File: config.mk
export PLATFORM = sky130hd
export DESIGN_NAME = regfile_wb_sink
export DESIGN_NICKNAME = d
export VERILOG_FILES = /design/src/rtl/rv_pkg.sv /design/src/rtl/regfile_scoreboard.sv /design/src/rtl/regfile_wb_sink.sv
export SDC_FILE = /design/constraint.sdc
export NUM_CORES = 2
export LEC_CHECK = 0
export CAP_MARGIN = 20
export CORE_AREA = 2 2 361 328
export DETAILED_ROUTE_END_ITERATION = 10
export DIE_AREA = 0 0 363 330
export GPL_ROUTABILITY_DRIVEN = 0
export PLACE_DENSITY = 0.66
export SLEW_MARGIN = 25
export SYNTH_ARGS = -nofsm -noshare
export SYNTH_HDL_FRONTEND = slang
export SYNTH_SLANG_ARGS = --single-unit
export TNS_END_PERCENT = 30
File: constraint.sdc
create_clock -name clk -period 6.7 [get_ports clk]
set_input_delay 1.675 -clock clk [delete_from_list [all_inputs] [get_ports clk]]
set_output_delay 1.675 -clock clk [all_outputs]
set_load 0.05 [all_outputs]
File: src/rtl/rv_pkg.sv
// Shared RV32 constants for the integer register file slice.
// Widths and the hard-wired zero register index.
package rv_pkg;

    localparam int XLEN = 32;
    localparam int NREG = 32;
    localparam int AW   = 5;

    localparam logic [AW-1:0] REG_ZERO = 5'd0;

endpackage

File: src/rtl/regfile_scoreboard.sv
// Pending-result scoreboard for long-latency MDU write-backs.
// Tracks one bit per register; drives issue-ready and decode stall.
module regfile_scoreboard
    import rv_pkg::*;
(
    input  logic          clk,
    input  logic          rst_n,
    input  logic          wb_en,
    input  logic          wb_mdu,
    input  logic [AW-1:0] wb_rd,
    input  logic          issue,
    input  logic [AW-1:0] issue_rd,
    input  logic [AW-1:0] rs1,
    input  logic [AW-1:0] rs2,
    output logic          issue_ready,
    output logic          stall
);

    logic [NREG-1:0] pending;
    logic            clr;
    logic            set;
    logic            clr_hit1;
    logic            clr_hit2;
    logic            stall1;
    logic            stall2;

    assign clr = wb_en & wb_mdu & (wb_rd != REG_ZERO);

    // A retiring MDU result frees its slot for a new issue in the same cycle.
    assign issue_ready = (issue_rd == REG_ZERO)
                       | ~pending[issue_rd]
                       | (clr & (wb_rd == issue_rd));

    assign set = issue & (issue_rd != REG_ZERO) & issue_ready;

    assign clr_hit1 = clr & (wb_rd == rs1);
    assign clr_hit2 = clr & (wb_rd == rs2);

    assign stall1 = (rs1 != REG_ZERO) & pending[rs1] & ~clr_hit1;
    assign stall2 = (rs2 != REG_ZERO) & pending[rs2] & ~clr_hit2;
    assign stall  = stall1 | stall2;

    // Set is applied after clear so a same-index collision stays pending.
    always_ff @(posedge clk or negedge rst_n) begin
        if (!rst_n) begin
            pending <= '0;
        end else begin
            if (clr) begin
                pending[wb_rd] <= 1'b0;
            end
            if (set) begin
                pending[issue_rd] <= 1'b1;
            end
        end
    end

endmodule

File: src/rtl/regfile_wb_sink.sv
// Architectural integer register file fed by the write-back stage.
// Two combinational read ports with write-through bypass.
module regfile_wb_sink
    import rv_pkg::*;
(
    input  logic            clk,
    input  logic            rst_n,
    input  logic            Ctl_RegWrite_in,
    input  logic [AW-1:0]   Rd_in,
    input  logic [XLEN-1:0] WriteDatatoReg_in,
    input  logic            Mdu_Wb_in,
    input  logic [AW-1:0]   Rs1_in,
    input  logic [AW-1:0]   Rs2_in,
    output logic [XLEN-1:0] ReadData1_out,
    output logic [XLEN-1:0] ReadData2_out,
    input  logic            Mdu_Issue_in,
    input  logic [AW-1:0]   Mdu_Rd_in,
    output logic            Mdu_IssueReady_out,
    output logic            Stall_out
);

    logic [XLEN-1:0] regs [NREG];
    logic            wr_en;

    assign wr_en = Ctl_RegWrite_in & (Rd_in != REG_ZERO);

    always_ff @(posedge clk or negedge rst_n) begin
        if (!rst_n) begin
            for (int i = 0; i < NREG; i++) begin
                regs[i] <= '0;
            end
        end else if (wr_en) begin
            regs[Rd_in] <= WriteDatatoReg_in;
        end
    end

    always_comb begin
        ReadData1_out = regs[Rs1_in];
        if (Rs1_in == REG_ZERO) begin
            ReadData1_out = '0;
        end else if (wr_en && (Rs1_in == Rd_in)) begin
            ReadData1_out = WriteDatatoReg_in;
        end
    end

    always_comb begin
        ReadData2_out = regs[Rs2_in];
        if (Rs2_in == REG_ZERO) begin
            ReadData2_out = '0;
        end else if (wr_en && (Rs2_in == Rd_in)) begin
            ReadData2_out = WriteDatatoReg_in;
        end
    end

    regfile_scoreboard u_sb (
        .clk         (clk),
        .rst_n       (rst_n),
        .wb_en       (Ctl_RegWrite_in),
        .wb_mdu      (Mdu_Wb_in),
        .wb_rd       (Rd_in),
        .issue       (Mdu_Issue_in),
        .issue_rd    (Mdu_Rd_in),
        .rs1         (Rs1_in),
        .rs2         (Rs2_in),
        .issue_ready (Mdu_IssueReady_out),
        .stall       (Stall_out)
    );

endmodule

Word-level counts from Yosys, hierarchy flattened:

Index checks and enable logic that the tools add are counted.

* bits in registers: 1056
* latch bits: 0
* RAM bits: 0
* memory bits (read-only): 0
* input port bits: 57
* output and inout port bits: 66
* logic and storage cells: 109
* memories kept: 0

* add/sub/neg operators: 0
* $mul: 0
* divide/modulo/power cells: 0
* magnitude comparators: 10
* equality and inequality tests: 5
* shift-type cells: 0
* mux-type cells: 25
* bitwise logic cells: 24
* reductions and logical operators: 12

Operators with widths (count)
* 1024-bit bitwise mux: 1
* 32-bit two-way mux: 11
* 32-bit binary-select mux with 5-bit select: 2
* 32-bit demux with 5-bit select: 1
* 32-bit bitwise AND: 1
* 32-bit NOT: 1
* 32-bit bitwise OR: 1
* 5-bit == test: 5
* 5-bit by 6-bit less-than comparator with 1-bit output (second input constant): 4
* 5-bit nonzero test: 4
* 6-bit greater-or-equal comparator (second input constant): 3
* 5-bit NOT with 6-bit output: 3
* 1-bit binary-select mux with 5-bit select: 3
* 5-bit logical NOT: 3
* 1-bit bitwise AND: 12
* 1-bit demux with 5-bit select: 2
* 5-bit by 1-bit greater-or-equal comparator with 1-bit output (second input constant): 2
* 6-bit by 1-bit less-than comparator with 1-bit output (second input constant): 1
* 1-bit logical AND: 5
* 1-bit two-way mux: 5
* 1-bit NOT: 3
* 1-bit bitwise OR: 3

Logic depth before layout (Yosys ltp):

* depth in word-level cells: 9
* gate-level depth with buffers: 11
* mapped depth without buffers: 6

By module:

From an unflattened synthesis, not the netlist that was laid out.

* cells, all modules: 4173
* area total of the unflattened synthesis: 58652.5 um2

By module, submodules not included
* regfile_wb_sink: times used 1, cells each 3929, area an instance 56008.7 um2, sequential area each 25624.6 um2
* regfile_scoreboard: times used 1, cells each 244, area an instance 2643.8 um2, sequential area each 800.8 um2

Worst setup path before layout:

No wires, ideal clock.

* path kind: input port to output port
* start: input Rs2_in[1]
* end: output ReadData2_out[14]
* arrival: 4.173 ns
* required time: 5.025 ns
* slack: 0.852 ns
* stages on the path: 9
* path buffers: 5
* cell sequence: buf_2 > buf_2 > buf_2 > clkbuf_1 > buf_2 > nor2_1 > o32ai_1 > a311oi_1 > nor3_1

* word-level cells in the longest chain between the ends: 6
* elaborated cells on any way between the ends: 9
* classes of those cells: eq/ne: 1; mux: 5; bitwise: 1; reduce/logical: 2

Ends and longest elaborated chain
* start: declaration: line regfile_wb_sink.sv:13 `input logic [AW-1:0] Rs2_in,`
* 5-bit NOT with 6-bit output (implied by the code): line regfile_wb_sink.sv:47 `ReadData2_out = regs[Rs2_in];`
* 32-bit binary-select mux with 5-bit select: line regfile_wb_sink.sv:47
* 32-bit two-way mux (implied by the code) (2 in series): line regfile_wb_sink.sv:47
* 32-bit two-way mux: line regfile_wb_sink.sv:50 `end else if (wr_en && (Rs2_in == Rd_in)) begin`
* 32-bit two-way mux (*): line regfile_wb_sink.sv:48 `if (Rs2_in == REG_ZERO) begin`
* end: declaration: line regfile_wb_sink.sv:15 `output logic [XLEN-1:0] ReadData2_out,`

Mark *: on every way between the ends. The rest lies on a longest branch, timed or not. The select of a mux whose other input is x is not followed.

Worst setup path in the final report:

* start: input Rd_in[3]
* end: output ReadData2_out[21]

* word-level cells in the longest chain between the ends: 5
* elaborated cells on any way between the ends: 6
* classes of those cells: eq/ne: 1; mux: 2; bitwise: 1; reduce/logical: 2

Ends and longest elaborated chain
* start: declaration: line regfile_wb_sink.sv:9 `input logic [AW-1:0] Rd_in,`
* 5-bit nonzero test: line regfile_wb_sink.sv:25 `assign wr_en = Ctl_RegWrite_in & (Rd_in != REG_ZERO);`
* 1-bit bitwise AND: line regfile_wb_sink.sv:25
* 1-bit logical AND (*): line regfile_wb_sink.sv:50
* 32-bit two-way mux (*): line regfile_wb_sink.sv:50
* 32-bit two-way mux (*): line regfile_wb_sink.sv:48

Mark *: on every way between the ends. The rest lies on a longest branch, timed or not.

==> metrics.cfg <==
[setup_path]
cp.required_ns = 5.03
crit_slowest_cell = or3_2
timing.rr.start = u_sb.pending[15]$_DFF_PN0_
rrSetupSlack_ns = 4.46
crit_chain = clkdlybuf4s50_1 -> or3_1 -> o31ai_4 -> nor4_2 -> buf_4 -> or3_2 -> buf_12 -> o21ai_1 -> buf_4 -> buf_12
path_max_fanout = 16
worstSetupPathType = input port to output port
cp_top_family = simple AND/OR/NAND/NOR gates
reg2regPathDepth = 7
arrival_ns = 4.66
cp-end-kind = output port
critPathLaunchType = input port
crit_path_start = Rd_in[3]
worst-path-buf-inv = 5
worstReg2RegEnd = u_sb.pending[16]$_DFF_PN0_
max_stage_delay_ns = 0.75

[global_route]
grt_antenna_before_repair = 1
first_global_vias = 37600
grt_pass1_wl_um = 254000
grt_max_degree = 157
grt_overflow = 0
track_usage_pct = 28.7

[synthesis]
seq_area_frac_synth_pct = 45.8
netlist_area_sq_um = 57600
ys_async_sr_fraction_pct = 100
yosysTopAreaCellShare_pct = 45.8
synth_edf_count = 0
syn_nets = 3929
ys_warn_count = 0
syn_area_per_cell_sq_um = 14.9
synth_top_area_cell = dfrtp_1
ys.flop_type = dfrtp_1
synth_cells = 3872
yosys-top-cells-area = dfrtp_1 46%, mux4_2 22%, mux2_2 20%
ys_ff_latch = 1056
yosysUniqueCellTypes = 52

[clock_tree]
cts_max_path_buffers = 3
cts_tree = yes
cts_root_buf = clkbuf_16
clock_latency_ns = 0.71
post_cts_resized = 0
cts_setup_buffers = 0
cts_sinks = 1056
cts_max_level = 3
path_clk_slew_ns = 0.06
cts_buffers = 111
hold_buffers = 0

[timing]
setup_violations = 0
fin_skew_ns = 0.00634
max_slew_margin_pct = 28.3
max_freq_mhz = 158
drv_slew = 0
fin_hold_ws_ns = 0.375
setup_slack_ns = 0.360
rsz0062_at_grt = false
finalCriticalPeriod_ns = 6.34
hold_viol = 0
final.setup.tns_ns = 0
min_period_over_period_pct = 94.6
worst_pin_slew_ns = 1.08

[die]
dieHeight_um = 330
row_count = 119
dieArea_sq_um = 120000
io_pins = 123
chipWidth_um = 363
core-area_sq_um = 116000
start_util_pct = 49.7

[layout]
final_cell_mix = 1056 x dfrtp_1, 1044 x mux2_2, 566 x mux4_2
fill_cells = 9188
layout.nets = 3862
fin_util_pct = 55.4
final-seq-area_sq_um = 26400
drive_gt1_share_pct = 53.0
synthToLayoutAreaGrowth_pct = 11.4
finalNonFillerCells = 5404
fin_area_sq_um = 64200
final_common_cell = dfrtp_1
multi_input_area_sq_um = 29400

[detailed_routing]
wl_per_cell_um = 31.4
drtIter0Drc = 3405
dr.pass1.iters = 5
vias = 36100
routed_wl_um = 170000
viasPerCell = 6.69
drcViolationCount = 0
ant_nets = 0

[outcome]
status = finished, final reports clean

[placed_design]
dp_hpwl_um = 97700
portBuffers = 122
placed_area_sq_um = 60600
dp.cells = 5204
dp_slack_ns = 0.397

[min_path]
worstHoldStart = u_sb.pending[0]$_DFF_PN0_
hold_path_class = flop to flop
min_to = u_sb.pending[0]$_DFF_PN0_
min_path_cells = 0

[power_and_ir_drop]
power_mw = 19.3
p_per_area_nw_per_um2 = 301
max-vdd-ir-drop_uv = 212
p_leak_nw = 27.1

[job]
drv_cap = 0

[report_power, final]
group | leakage [nW] | total, mW | switching (mW) | internal [mW]
registers | 13.5 | 8.53 | 0.914 | 7.62
clock network | 1.83 | 6.31 | 2.66 | 3.65
logic | 11.8 | 4.47 | 1.88 | 2.59
[registers in the layout, indices dropped and copies added (netlist names)]
register,cells
regs,1024
u_sb.pending,32
[synth_stat cells, drive strengths merged, types with 2 or more instances]
cell type	n
dfrtp	1056
nand2	153
nor2b	16
xnor2	9
a32oi	3
or3	3
a22oi	7
a211oi	6
inv	7
a2111oi	2
o311ai	2
or2	2
nand4	3
buf	213
or3b	4
mux4	566
o211ai	73
xor2	6
mux2i	81
nor4	3
a21o	14
a221oi	12
nand2b	43
mux2	1057
nor3	9
o31ai	33
o22ai	14
nor2	70
nand3	38
a21oi	54
and3	4
o21ai	56
clkbuf	234
nand3b	8
[per-layer routing]
metal | track usage (%) | part of all wire [%] | up-vias
li1 | - | - | 14800
met2 | 45.1 | 47 | 1396
met3 | 4.52 | 6.5 | 319
met5 | 0 | 0 | -
met1 | 41.2 | 43 | 19700
met4 | 10.0 | 3.5 | 0
[how the worst max path moves through the flow]
stage,slack [ns],cells after the start,endpoint
finish,0.36,10,ReadData2_out[21]
floorplan,0.85,9,ReadData2_out[14]
detailed placement,0.40,10,ReadData2_out[21]
global placement,0.39,10,ReadData2_out[21]
CTS,0.41,10,ReadData2_out[21]
global route,0.28,10,ReadData2_out[3]
[final cells by class]
class	instances	share of cell area (%)
multi-input combinational	2362	45.8
inverter	7	0.0429
sequential	1056	41.1
antenna	1	0.00390
tap	1512	2.95
timing repair buffer	267	4.32
clock inverter	31	0.573
clock buffer	168	5.19
[kinds of logic (layout without fill, tap and decap cells)]
| group | after synthesis | count (layout) | share of synthesized area, % |
|---|---|---|---|
| muxes | 1704 | 1704 | 44.2 |
| DFF | 1056 | 1056 | 45.8 |
| buffers and inverters | 454 | 473 | 3.60 |
| and+or+nand+nor | 358 | 358 | 2.85 |
| AOI/OAI and AO/OA | 285 | 285 | 3.31 |
| xor gates and xnor gates | 15 | 15 | 0.228 |
| other | 0 | 1 | 0 |
(Power assumes the default switching activity.)
